===== config.mk =====
export PLATFORM = sky130hd
export DESIGN_NAME = uart_tx
export DESIGN_NICKNAME = d
export VERILOG_FILES = /design/src/rtl/uart_pkg.sv /design/src/rtl/uart_fifo.sv /design/src/rtl/uart_tx.sv
export SDC_FILE = /design/constraint.sdc
export NUM_CORES = 1
export LEC_CHECK = 0
export CORE_UTILIZATION = 44
export CTS_CLUSTER_DIAMETER = 30
export DETAILED_ROUTE_END_ITERATION = 7
export PLACE_DENSITY = 0.62
export SKIP_CTS_REPAIR_TIMING = 1
export SLEW_MARGIN = 20
export SYNTH_ARGS = -nofsm -noshare
export SYNTH_HDL_FRONTEND = slang
export SYNTH_SLANG_ARGS = --single-unit

===== constraint.sdc =====
create_clock -name i_clk -period 2.73 [get_ports i_clk]
set_input_delay 0.546 -clock i_clk [delete_from_list [all_inputs] [get_ports i_clk]]
set_output_delay 0.546 -clock i_clk [all_outputs]
set_load 0.05 [all_outputs]

===== src/rtl/uart_pkg.sv =====
`timescale 1ns / 1ps
`default_nettype none
// ============================================================================
// Module   : uart_pkg
// Purpose  : Shared types and constants for the UART transmit/receive blocks.
//            Holds the line-state enumeration (PARITY always present so the
//            encoding is identical whether or not parity is built in), the
//            data width of a character and the 48 MHz / 115200 baud divisor.
// Revision : 1.0  initial release
// ============================================================================
package uart_pkg;

    typedef enum logic [2:0] {
        IDLE   = 3'd0,
        START  = 3'd1,
        DATA   = 3'd2,
        PARITY = 3'd3,
        STOP   = 3'd4
    } uart_state_t;

    localparam int UART_DATA_BITS               = 8;
    localparam int UART_CLKS_PER_BIT_48M_115200 = 417;

endpackage : uart_pkg
`default_nettype wire


===== src/rtl/uart_fifo.sv =====
`timescale 1ns / 1ps
`default_nettype none
// ============================================================================
// Module   : uart_fifo
// Purpose  : Small synchronous circular-buffer FIFO, first-word fall-through
//            (o_data always shows the oldest entry while not empty).
// Ports    : i_clk    clock
//            i_rst_n  synchronous reset, active-low (empties the queue)
//            i_push   write i_data (ignored while full)
//            i_pop    discard oldest entry (ignored while empty)
//            i_data   write data
//            o_data   oldest entry
//            o_full   count == DEPTH
//            o_empty  count == 0
//            o_count  number of stored entries
// Params   : WIDTH data width, DEPTH entries (power of two, >= 2)
// Revision : 1.0  initial release
// ============================================================================
module uart_fifo #(
    parameter int WIDTH = 8,
    parameter int DEPTH = 4
) (
    input  logic                     i_clk,
    input  logic                     i_rst_n,
    input  logic                     i_push,
    input  logic                     i_pop,
    input  logic [WIDTH-1:0]         i_data,
    output logic [WIDTH-1:0]         o_data,
    output logic                     o_full,
    output logic                     o_empty,
    output logic [$clog2(DEPTH):0]   o_count
);

    localparam int                 c_addr_w  = $clog2(DEPTH);
    localparam logic [c_addr_w-1:0] c_ptr_one = 1;
    localparam logic [c_addr_w:0]   c_cnt_one = 1;
    localparam logic [c_addr_w:0]   c_depth   = (c_addr_w + 1)'(DEPTH);

    logic [WIDTH-1:0]    r_mem [DEPTH];
    logic [c_addr_w-1:0] r_wr_ptr;
    logic [c_addr_w-1:0] r_rd_ptr;
    logic [c_addr_w:0]   r_count;
    logic                w_push;
    logic                w_pop;

    assign o_full  = (r_count == c_depth);
    assign o_empty = (r_count == '0);
    assign o_count = r_count;
    assign o_data  = r_mem[r_rd_ptr];

    assign w_push = i_push && !o_full;
    assign w_pop  = i_pop  && !o_empty;

    // Pointers wrap naturally because DEPTH is a power of two.
    always_ff @(posedge i_clk) begin
        if (!i_rst_n) begin
            r_wr_ptr <= '0;
            r_rd_ptr <= '0;
            r_count  <= '0;
        end else begin
            if (w_push) r_wr_ptr <= r_wr_ptr + c_ptr_one;
            if (w_pop)  r_rd_ptr <= r_rd_ptr + c_ptr_one;
            if (w_push && !w_pop)      r_count <= r_count + c_cnt_one;
            else if (w_pop && !w_push) r_count <= r_count - c_cnt_one;
        end
    end

    // Storage needs no reset: entries are only read after being written.
    always_ff @(posedge i_clk) begin
        if (w_push) r_mem[r_wr_ptr] <= i_data;
    end

endmodule : uart_fifo
`default_nettype wire


===== src/rtl/uart_tx.sv =====
`timescale 1ns / 1ps
`default_nettype none
// ============================================================================
// Module   : uart_tx
// Purpose  : Buffered UART transmitter. Bytes enter through a valid/ready
//            handshake, wait in a small FIFO and are sent LSB-first as 8N1
//            frames (8E1 when UART_TX_PARITY_EN is defined). Queued bytes are
//            sent back-to-back with no idle gap between frames.
// Ports    : i_clk    system clock
//            i_rst_n  synchronous reset, active-low; aborts any frame
//            i_data   byte to transmit
//            i_valid  i_data is valid
//            o_ready  queue can accept a byte (not full)
//            o_tx     serial line, idle high, registered
//            o_busy   frame in progress or queue non-empty
// Params   : CLKS_PER_BIT clocks per bit (>= 2), FIFO_DEPTH queue entries
// Macro    : UART_TX_PARITY_EN  adds an even-parity bit before the stop bit
// Revision : 1.0  initial release
// ============================================================================
module uart_tx
    import uart_pkg::*;
#(
    parameter int CLKS_PER_BIT = UART_CLKS_PER_BIT_48M_115200,
    parameter int FIFO_DEPTH   = 4
) (
    input  logic                      i_clk,
    input  logic                      i_rst_n,
    input  logic [UART_DATA_BITS-1:0] i_data,
    input  logic                      i_valid,
    output logic                      o_ready,
    output logic                      o_tx,
    output logic                      o_busy
);

    localparam int                  c_baud_w   = $clog2(CLKS_PER_BIT);
    localparam logic [c_baud_w-1:0] c_baud_one = 1;
    localparam logic [c_baud_w-1:0] c_baud_last = c_baud_w'(CLKS_PER_BIT - 1);
    localparam logic [2:0]          c_bit_last = 3'(UART_DATA_BITS - 1);

    uart_state_t               r_state;
    logic [c_baud_w-1:0]       r_baud;
    logic [2:0]                r_bit_cnt;
    logic [UART_DATA_BITS-1:0] r_shift;
    logic                      r_tx;
`ifdef UART_TX_PARITY_EN
    logic                      r_parity;
`endif

    logic [UART_DATA_BITS-1:0]     w_fifo_data;
    logic                          w_full;
    logic                          w_empty;
    logic [$clog2(FIFO_DEPTH):0]   w_count;
    logic                          w_push;
    logic                          w_pop;
    logic                          w_bit_end;

    assign w_bit_end = (r_baud == c_baud_last);
    assign o_ready   = !w_full;
    assign w_push    = i_valid && o_ready;
    // A new byte is taken either from idle or on the final cycle of the stop
    // bit, which is what makes consecutive frames contiguous.
    assign w_pop     = !w_empty && ((r_state == IDLE) ||
                                    ((r_state == STOP) && w_bit_end));
    assign o_busy    = (r_state != IDLE) || (w_count != '0);
    assign o_tx      = r_tx;

    uart_fifo #(
        .WIDTH (UART_DATA_BITS),
        .DEPTH (FIFO_DEPTH)
    ) u_fifo (
        .i_clk   (i_clk),
        .i_rst_n (i_rst_n),
        .i_push  (w_push),
        .i_pop   (w_pop),
        .i_data  (i_data),
        .o_data  (w_fifo_data),
        .o_full  (w_full),
        .o_empty (w_empty),
        .o_count (w_count)
    );

    always_ff @(posedge i_clk) begin
        if (!i_rst_n) begin
            r_state   <= IDLE;
            r_baud    <= '0;
            r_bit_cnt <= '0;
            r_shift   <= '0;
            r_tx      <= 1'b1;
`ifdef UART_TX_PARITY_EN
            r_parity  <= 1'b0;
`endif
        end else begin
            // Baud counter is parked at 0 while idle so a frame always
            // starts with a full-length start bit.
            if ((r_state == IDLE) || w_bit_end) r_baud <= '0;
            else                                r_baud <= r_baud + c_baud_one;

            case (r_state)
                IDLE: begin
                    r_tx <= 1'b1;
                    if (w_pop) begin
                        r_shift <= w_fifo_data;
                        r_state <= START;
                        r_tx    <= 1'b0;
`ifdef UART_TX_PARITY_EN
                        r_parity <= ^w_fifo_data;
`endif
                    end
                end
                START: begin
                    if (w_bit_end) begin
                        r_state   <= DATA;
                        r_tx      <= r_shift[0];
                        r_bit_cnt <= '0;
                    end
                end
                DATA: begin
                    if (w_bit_end) begin
                        if (r_bit_cnt == c_bit_last) begin
`ifdef UART_TX_PARITY_EN
                            r_state <= PARITY;
                            r_tx    <= r_parity;
`else
                            r_state <= STOP;
                            r_tx    <= 1'b1;
`endif
                        end else begin
                            // Next bit is shift[1]; drive it now so o_tx
                            // stays a pure register output.
                            r_shift   <= r_shift >> 1;
                            r_tx      <= r_shift[1];
                            r_bit_cnt <= r_bit_cnt + 3'd1;
                        end
                    end
                end
                PARITY: begin
`ifdef UART_TX_PARITY_EN
                    if (w_bit_end) begin
                        r_state <= STOP;
                        r_tx    <= 1'b1;
                    end
`else
                    r_state <= IDLE;
                    r_tx    <= 1'b1;
`endif
                end
                STOP: begin
                    if (w_bit_end) begin
                        if (w_pop) begin
                            r_shift <= w_fifo_data;
                            r_state <= START;
                            r_tx    <= 1'b0;
`ifdef UART_TX_PARITY_EN
                            r_parity <= ^w_fifo_data;
`endif
                        end else begin
                            r_state <= IDLE;
                            r_tx    <= 1'b1;
                        end
                    end
                end
                default: begin
                    r_state <= IDLE;
                    r_tx    <= 1'b1;
                end
            endcase
        end
    end

endmodule : uart_tx
`default_nettype wire


==> reports/metrics.cfg <==
[outcome]
outcome=finished clean

[floorplanning]
core.rowCount=28
initial_utilization_pct=46.7
core_area_um2=6030
dieHeight_um=82.0
die_w_um=82.0
design.portCount=14
dieArea_um2=6720

[final_layout]
num_antenna_cells=0
layout_common_cells=sky130_fd_sc_hd__dfxtp_1, sky130_fd_sc_hd__edfxtp_1, sky130_fd_sc_hd__a21oi_1
multi_input_area_um2=1110
fin_nets=276
register_area_um2=1620
layout.cell_area.non_filler_um2=3220
layout-area-overhead-vs-synth_pct=14.6
fillers=537
leading_cell_type_in_the_layout_fill_and_taps_excluded=sky130_fd_sc_hd__dfxtp_1
drive_above_1_share_pct=14.2

[global_routing]
grt_use_total_pct=16.7
global_route.overflow_total=0
first_global_vias=1674
first_pass_grt_wire_length_um=8140
antenna_found_initial=0
largest_net_degree_at_the_start_of_global_routing=24

[sta]
worst_hold_slack_ps=473
worst-slew-pin-transition_ps=794
setup_viol_count_final=0
clock_skew_ps=8.09
grt_setup_unrepaired=false
finalWorstPathRequiredPeriod_ps=2540
max_slew_margin_pct=46.7
report.final.hold_viol_count=0
setup-tns-final_ps=0
final_max_slew_viol_count=0
min_period_over_period_pct=93.0
fmax_mhz=394

[synthesis]
ys_seq_area_share_pct=57.7
synth.avg_cell_area_um2=12.1
number_of_flops_mapped_to_enable_cells_by_yosys=32
main_synth_ff_type=sky130_fd_sc_hd__dfxtp_1
synth.net_count=254
synth_warnings=0
post-synth-top-area-cell=sky130_fd_sc_hd__edfxtp_1
syn-cell-area_um2=2810
syn_inst=233
synthArstFlopShare_pct=0
distinct_cell_type_count_of_the_synthesized_netlist=43
synth_top_cells_by_area=sky130_fd_sc_hd__edfxtp_1, sky130_fd_sc_hd__dfxtp_1, sky130_fd_sc_hd__mux4_2, sky130_fd_sc_hd__ha_1, sky130_fd_sc_hd__a21oi_1
area_share_of_the_largest_cell_type_after_synthesis_pct=34.2
postSynthRegisterBits=65

[clocking]
clk_pin_slew_ps=70
clockRootBuffer=sky130_fd_sc_hd__clkbuf_8
cts_tree=built
clock_latency_ps=340
ctsHtreeMaxLevel=3
cts_num_sinks=65
cts_buffers=9
clockBufferDepth=2

[power]
power.density_cell_area_nw_per_um2=918
leakagePower_nw=1.12
peak_vdd_ir_mv=0.425

[detailed_routing]
ant_nets=0
routed_wire_length_per_instance_um=14.4
maxUsedRoutingLayer=met4
detail_route.drc_violations=0
detailedRoute.firstIterationViolations=93
dr_total_vias=1810
m1WireLength_um=2460
wirelength_routed_um=4840
dr_wl_met2_um=2100
detailedRoute.firstPassIterationCount=4
met3RoutedLength_um=155
detail_route.vias_per_cell=5.40

[critical_path]
timing.critical_path.arrival_ps=1990
required_time_worst_endpoint_ps=2180
start_kind=flop
critPathCaptureType=output pin
timing.setup.critical_path_class=flop to output pin
crit_path_max_fanout=4

[placement]
placement.cell_area_um2=3050
port_buffers=13
place_hpwl_um=3310
gp_routability_congestion=0.723

[hold_path]
worst_hold_path_type=flop to flop

[job]
drv_cap=0

-- final timing paths --
path                                                startpoint                             end  slack (ps)  depth (start not counted)
worst max-delay path            u_fifo.o_count[0]$_SDFFE_PN0P_                          o_busy         190                          4
worst min-delay path                 r_bit_cnt[2]$_SDFFE_PN0P_       r_bit_cnt[2]$_SDFFE_PN0P_         470                          2
worst max register to register            r_baud[1]$_SDFF_PP0_  u_fifo.o_count[2]$_SDFFE_PN0P_         200                         11
worst min register to register       r_bit_cnt[2]$_SDFFE_PN0P_       r_bit_cnt[2]$_SDFFE_PN0P_         470                          2
-- worst max-delay path, cell delays in order, from the launching register on --
cell and delay (ps):
sky130_fd_sc_hd__dfxtp_1 360, sky130_fd_sc_hd__nor3_1 330, sky130_fd_sc_hd__buf_4 180, sky130_fd_sc_hd__nand3_1 80, sky130_fd_sc_hd__clkdlybuf4s50_1 710
-- cells in the mapped netlist, types with 7 or more instances --
| library cell | count |
|---|---|
| sky130_fd_sc_hd__dfxtp_1 | 33 |
| sky130_fd_sc_hd__nand2_1 | 18 |
| sky130_fd_sc_hd__a311oi_1 | 7 |
| sky130_fd_sc_hd__inv_1 | 10 |
| sky130_fd_sc_hd__mux4_2 | 8 |
| sky130_fd_sc_hd__nand3_1 | 11 |
| sky130_fd_sc_hd__nor2_1 | 18 |
| sky130_fd_sc_hd__edfxtp_1 | 32 |
| sky130_fd_sc_hd__a21oi_1 | 20 |
| sky130_fd_sc_hd__xor2_1 | 8 |
| sky130_fd_sc_hd__ha_1 | 9 |
-- sequential cells by signal, indices dropped and copies added, names as in the netlist, named ones only --
signal / cells
r_bit_cnt: 3
r_state: 3
u_fifo.o_count: 3
u_fifo.r_mem: 32
o_tx: 1
r_baud: 9
u_fifo.r_wr_ptr: 2
r_shift: 8
u_fifo.r_rd_ptr: 2
-- cells by family (layout without fill, tap and decap cells) --
logic type	Yosys count	count (layout)	share of synthesized area (%)
AOI/OAI and AO/OA	43	43	10.2
xor gates and xnor gates	11	11	3.43
adders and majority gates	10	10	4.72
buffers and inverters	19	46	2.89
DFF	65	65	57.7
muxes	11	11	7.47
and+or+nand+nor	74	74	13.7
-- layout make-up --
type | instances | share of cell area, %
flip-flops and latches | 65 | 50.3
inverters | 10 | 1.16
clock inverters | 7 | 1.67
multi-input cells | 149 | 34.4
clock buffers | 9 | 3.84
repair buffers | 20 | 5.67
well taps | 75 | 2.91
-- metrics by stage --
| step | power, mW | std cells | worst slack, ps | util [%] |
|---|---|---|---|---|
| 2_1_floorplan | 2.03 | 233 | 226 | - |
| 3_3_place_gp | 2.24 | 319 | 246 | 50.5 |
| 3_5_place_dp | 2.26 | 319 | 218 | 50.5 |
| 4_1_cts | 2.98 | 335 | 173 | 53.5 |
| 5_1_grt | 3.14 | 335 | 15.8 | 53.5 |
| 6_report | 2.96 | 335 | 192 | 53.5 |
-- metal layers --
metal,vias to the layer above,GRT usage [%]
met4,0,9.47
met1,860,23.3
li1,908,-
met3,12,3.67
met2,30,23.8
met5,-,0
-- report_power, final --
group | internal, mW | total [mW] | leakage [nW] | switching [mW]
clock | 0.335 | 0.727 | 0.0822 | 0.393
sequential | 1.20 | 1.35 | 0.563 | 0.152
combinational | 0.423 | 0.878 | 0.477 | 0.455
total | 1.96 | 2.96 | 1.12 | 1.00
Power figures use the tool's default switching activity.
==> edit (config.mk and constraints unchanged) <==
Add a define of `UART_TX_PARITY_EN`.
--- a/src/rtl/uart_tx.sv
+++ b/src/rtl/uart_tx.sv
@@ -17,6 +17,8 @@
 // Macro    : UART_TX_PARITY_EN  adds an even-parity bit before the stop bit
 // Revision : 1.0  initial release
 // ============================================================================
+`define UART_TX_PARITY_EN
+
 module uart_tx
     import uart_pkg::*;
 #(
Formal check against the unedited RTL: no difference found for any inputs over 10 cycles, from zero or initial values and one cycle with i_rst_n low; that may be too few to reach the edited logic, so the function may still have changed.
==> edit against the unedited design <==
- routed wire length rose by 0.64%
- cell count is 1.5% higher
- total power increased by 7.9%
- final area rose by 2.8%
- hold slack worse by 0.010 ns
- synthesized area grew 1.7%
- register-to-register slack improved by 0.03 ns
- setup slack improved by 0.014 ns
- sequential cell count is 1 higher
- critical endpoint unchanged
==> edit: results (changes against the unedited design) <==
stage	metric	value	unit	change
worst_setup_path	slowest_delay	0.72	ns	
layout	layout.nets	279		was 276
pwr	pwr-share-seq	42.1	%	was 45.7%
route	top_layer	met4		unchanged
yosys	synth_fa_ha_area_share	4.64	%	was 4.72%
yosys	synth_compound_area_share	6.17	%	was 10.2%
route	wl_met1	2.45	mm	was 2.46 mm
yosys	synth.cells.most_frequent	34 x dfxtp_1, 32 x edfxtp_1, 24 x nand2_1		was 33 x dfxtp_1, 32 x edfxtp_1, 20 x a21oi_1
route	drt-pass1-iter-count	5		was 4
grt	grt_start_max_net_pins	17		was 24
pwr	power.leakage	1.16	nW	was 1.12 nW
clock_network	cts.clk_slew.worst_paths	0.07	ns	about the same
route	drtIter0Drc	91		was 93
yosys	synthFlopType	dfxtp_1		unchanged
yosys	synth_nets	258		was 254
pwr	power.share.switching	31.7	%	was 33.8%
clock_network	insertion_delay	0.34	ns	about the same
yosys	seq_area_frac_synth	57.4	%	was 57.7%
yosys	synth_area_leaders	edfxtp_1 34%, dfxtp_1 24%, mux4_2 6.3%, xnor2_1 4.3%, ha_1 3.9%		was edfxtp_1 34%, dfxtp_1 23%, mux4_2 6.4%, ha_1 4.0%, a21oi_1 3.6%
flow_run	maxCapViolCount	0		unchanged
worst_setup_path	cp.arrival	1.98	ns	
yosys	ys_types	41		was 43
timing	finClkSkew	0.00657	ns	was 0.00809 ns
route	met2_length	2.18	mm	was 2.10 mm
clock_network	cts_root_buf	clkbuf_8		unchanged
layout	fill_cells	571		was 537
clock_network	ctsLongestPathBuffers	2		unchanged
status	outcome	complete, no violations		unchanged
route	wl_met3	145	µm	was 155 µm
worst_setup_path	worstPathMaxFanout	10		was 4
yosys	synth_xor_xnor_area_share	6.43	%	was 3.43%
yosys	synth-edff-count	32		unchanged
placed_design	gp_routability_congestion	0.681		was 0.723
placed_design	hpwl	3.29	mm	was 3.31 mm
grt	grtUsageTotal	17.0	%	was 16.7%
route	wl_per_cell	14.3	µm	was 14.4 µm
layout	drive_above_1_share	14.1	%	was 14.2%
placed_design	placed_area	0.00309	mm²	was 0.00305 mm²
layout	n_antenna_cell	0		unchanged
layout	reg_top3	u_fifo.r_mem (32), r_baud (9), r_shift (8)		unchanged
grt	grt_pass1_wl	8.26	mm	was 8.14 mm
worst_setup_path	cp_slowest_cell	clkdlybuf4s50_1		unchanged
grt	antenna_found_initial	0		unchanged
timing	slew-limit-headroom	64.3	%	was 46.7%
clock_network	cts_max_level	3		unchanged
yosys	yosysWarnings	0		unchanged
pwr	peakVddDrop	0.487	mV	was 0.425 mV
grt	grt_pass1_vias	1675		was 1674
placed_design	io_buffer_count	13		unchanged
yosys	async_flop_share	0	%	unchanged
yosys	synthMuxAreaShare	7.39	%	was 7.47%
pwr	clk-power	0.899	mW	was 0.727 mW
route	vias	1772		was 1810
==> edit: tightest hold or removal path, delay by kind of cell (launching register included) <==
family           cells  cell delay [ns]
AO/OA/AOI/OAI        1             0.05
flip-flops           1             0.32
AND/OR/NAND/NOR      1             0.05
==> edit: final cells by class <==
class	count	area, µm²	area share [%]
clock buffer	9	124	3.74
tap	77	96.3	2.91
multi-input combinational	155	1160	34.9
inverter	8	30.0	0.907
clock inverter	7	93.8	2.83
sequential	66	1640	49.6
timing repair buffer	18	168	5.06
==> edit: final timing paths <==
| kind | end | cells past startpoint | startpoint | slack (ns) |
|---|---|---|---|---|
| worst max-delay path | o_busy | 4 | r_state[2] | 0.21 |
| worst min-delay path | r_bit_cnt[1] | 2 | r_bit_cnt[1] | 0.46 |
| worst max register to register | u_fifo.o_count[2] | 10 | r_baud[2] | 0.23 |
| worst min register to register | r_bit_cnt[1] | 2 | r_bit_cnt[1] | 0.46 |
==> edit: layer usage <==
layer | global-route usage [%] | vias to the layer above
met5 | 0 | -
met4 | 9.31 | 0
met3 | 3.96 | 8
met2 | 25.4 | 30
met1 | 22.8 | 840
li1 | - | 894
==> edit: metrics by stage <==
| stage | total power, mW | cells | worst slack (ns) |
|---|---|---|---|
| after floorplan | 2.10 | 237 | 0.286 |
| after global placement | 2.29 | 324 | 0.199 |
| after detailed placement | 2.31 | 324 | 0.125 |
| after CTS | 3.22 | 340 | 0.186 |
| after global routing | 3.40 | 340 | 0.0138 |
| final | 3.19 | 340 | 0.206 |
==> edit: logic make-up after synthesis <==
family                   Yosys count
buffers and inverters             16
multiplexers                      11
adder cells (fa/ha/maj)           10
AO/OA/AOI/OAI                     24
AND/OR/NAND/NOR                   89
flip-flops                        66
XOR/XNOR                          21
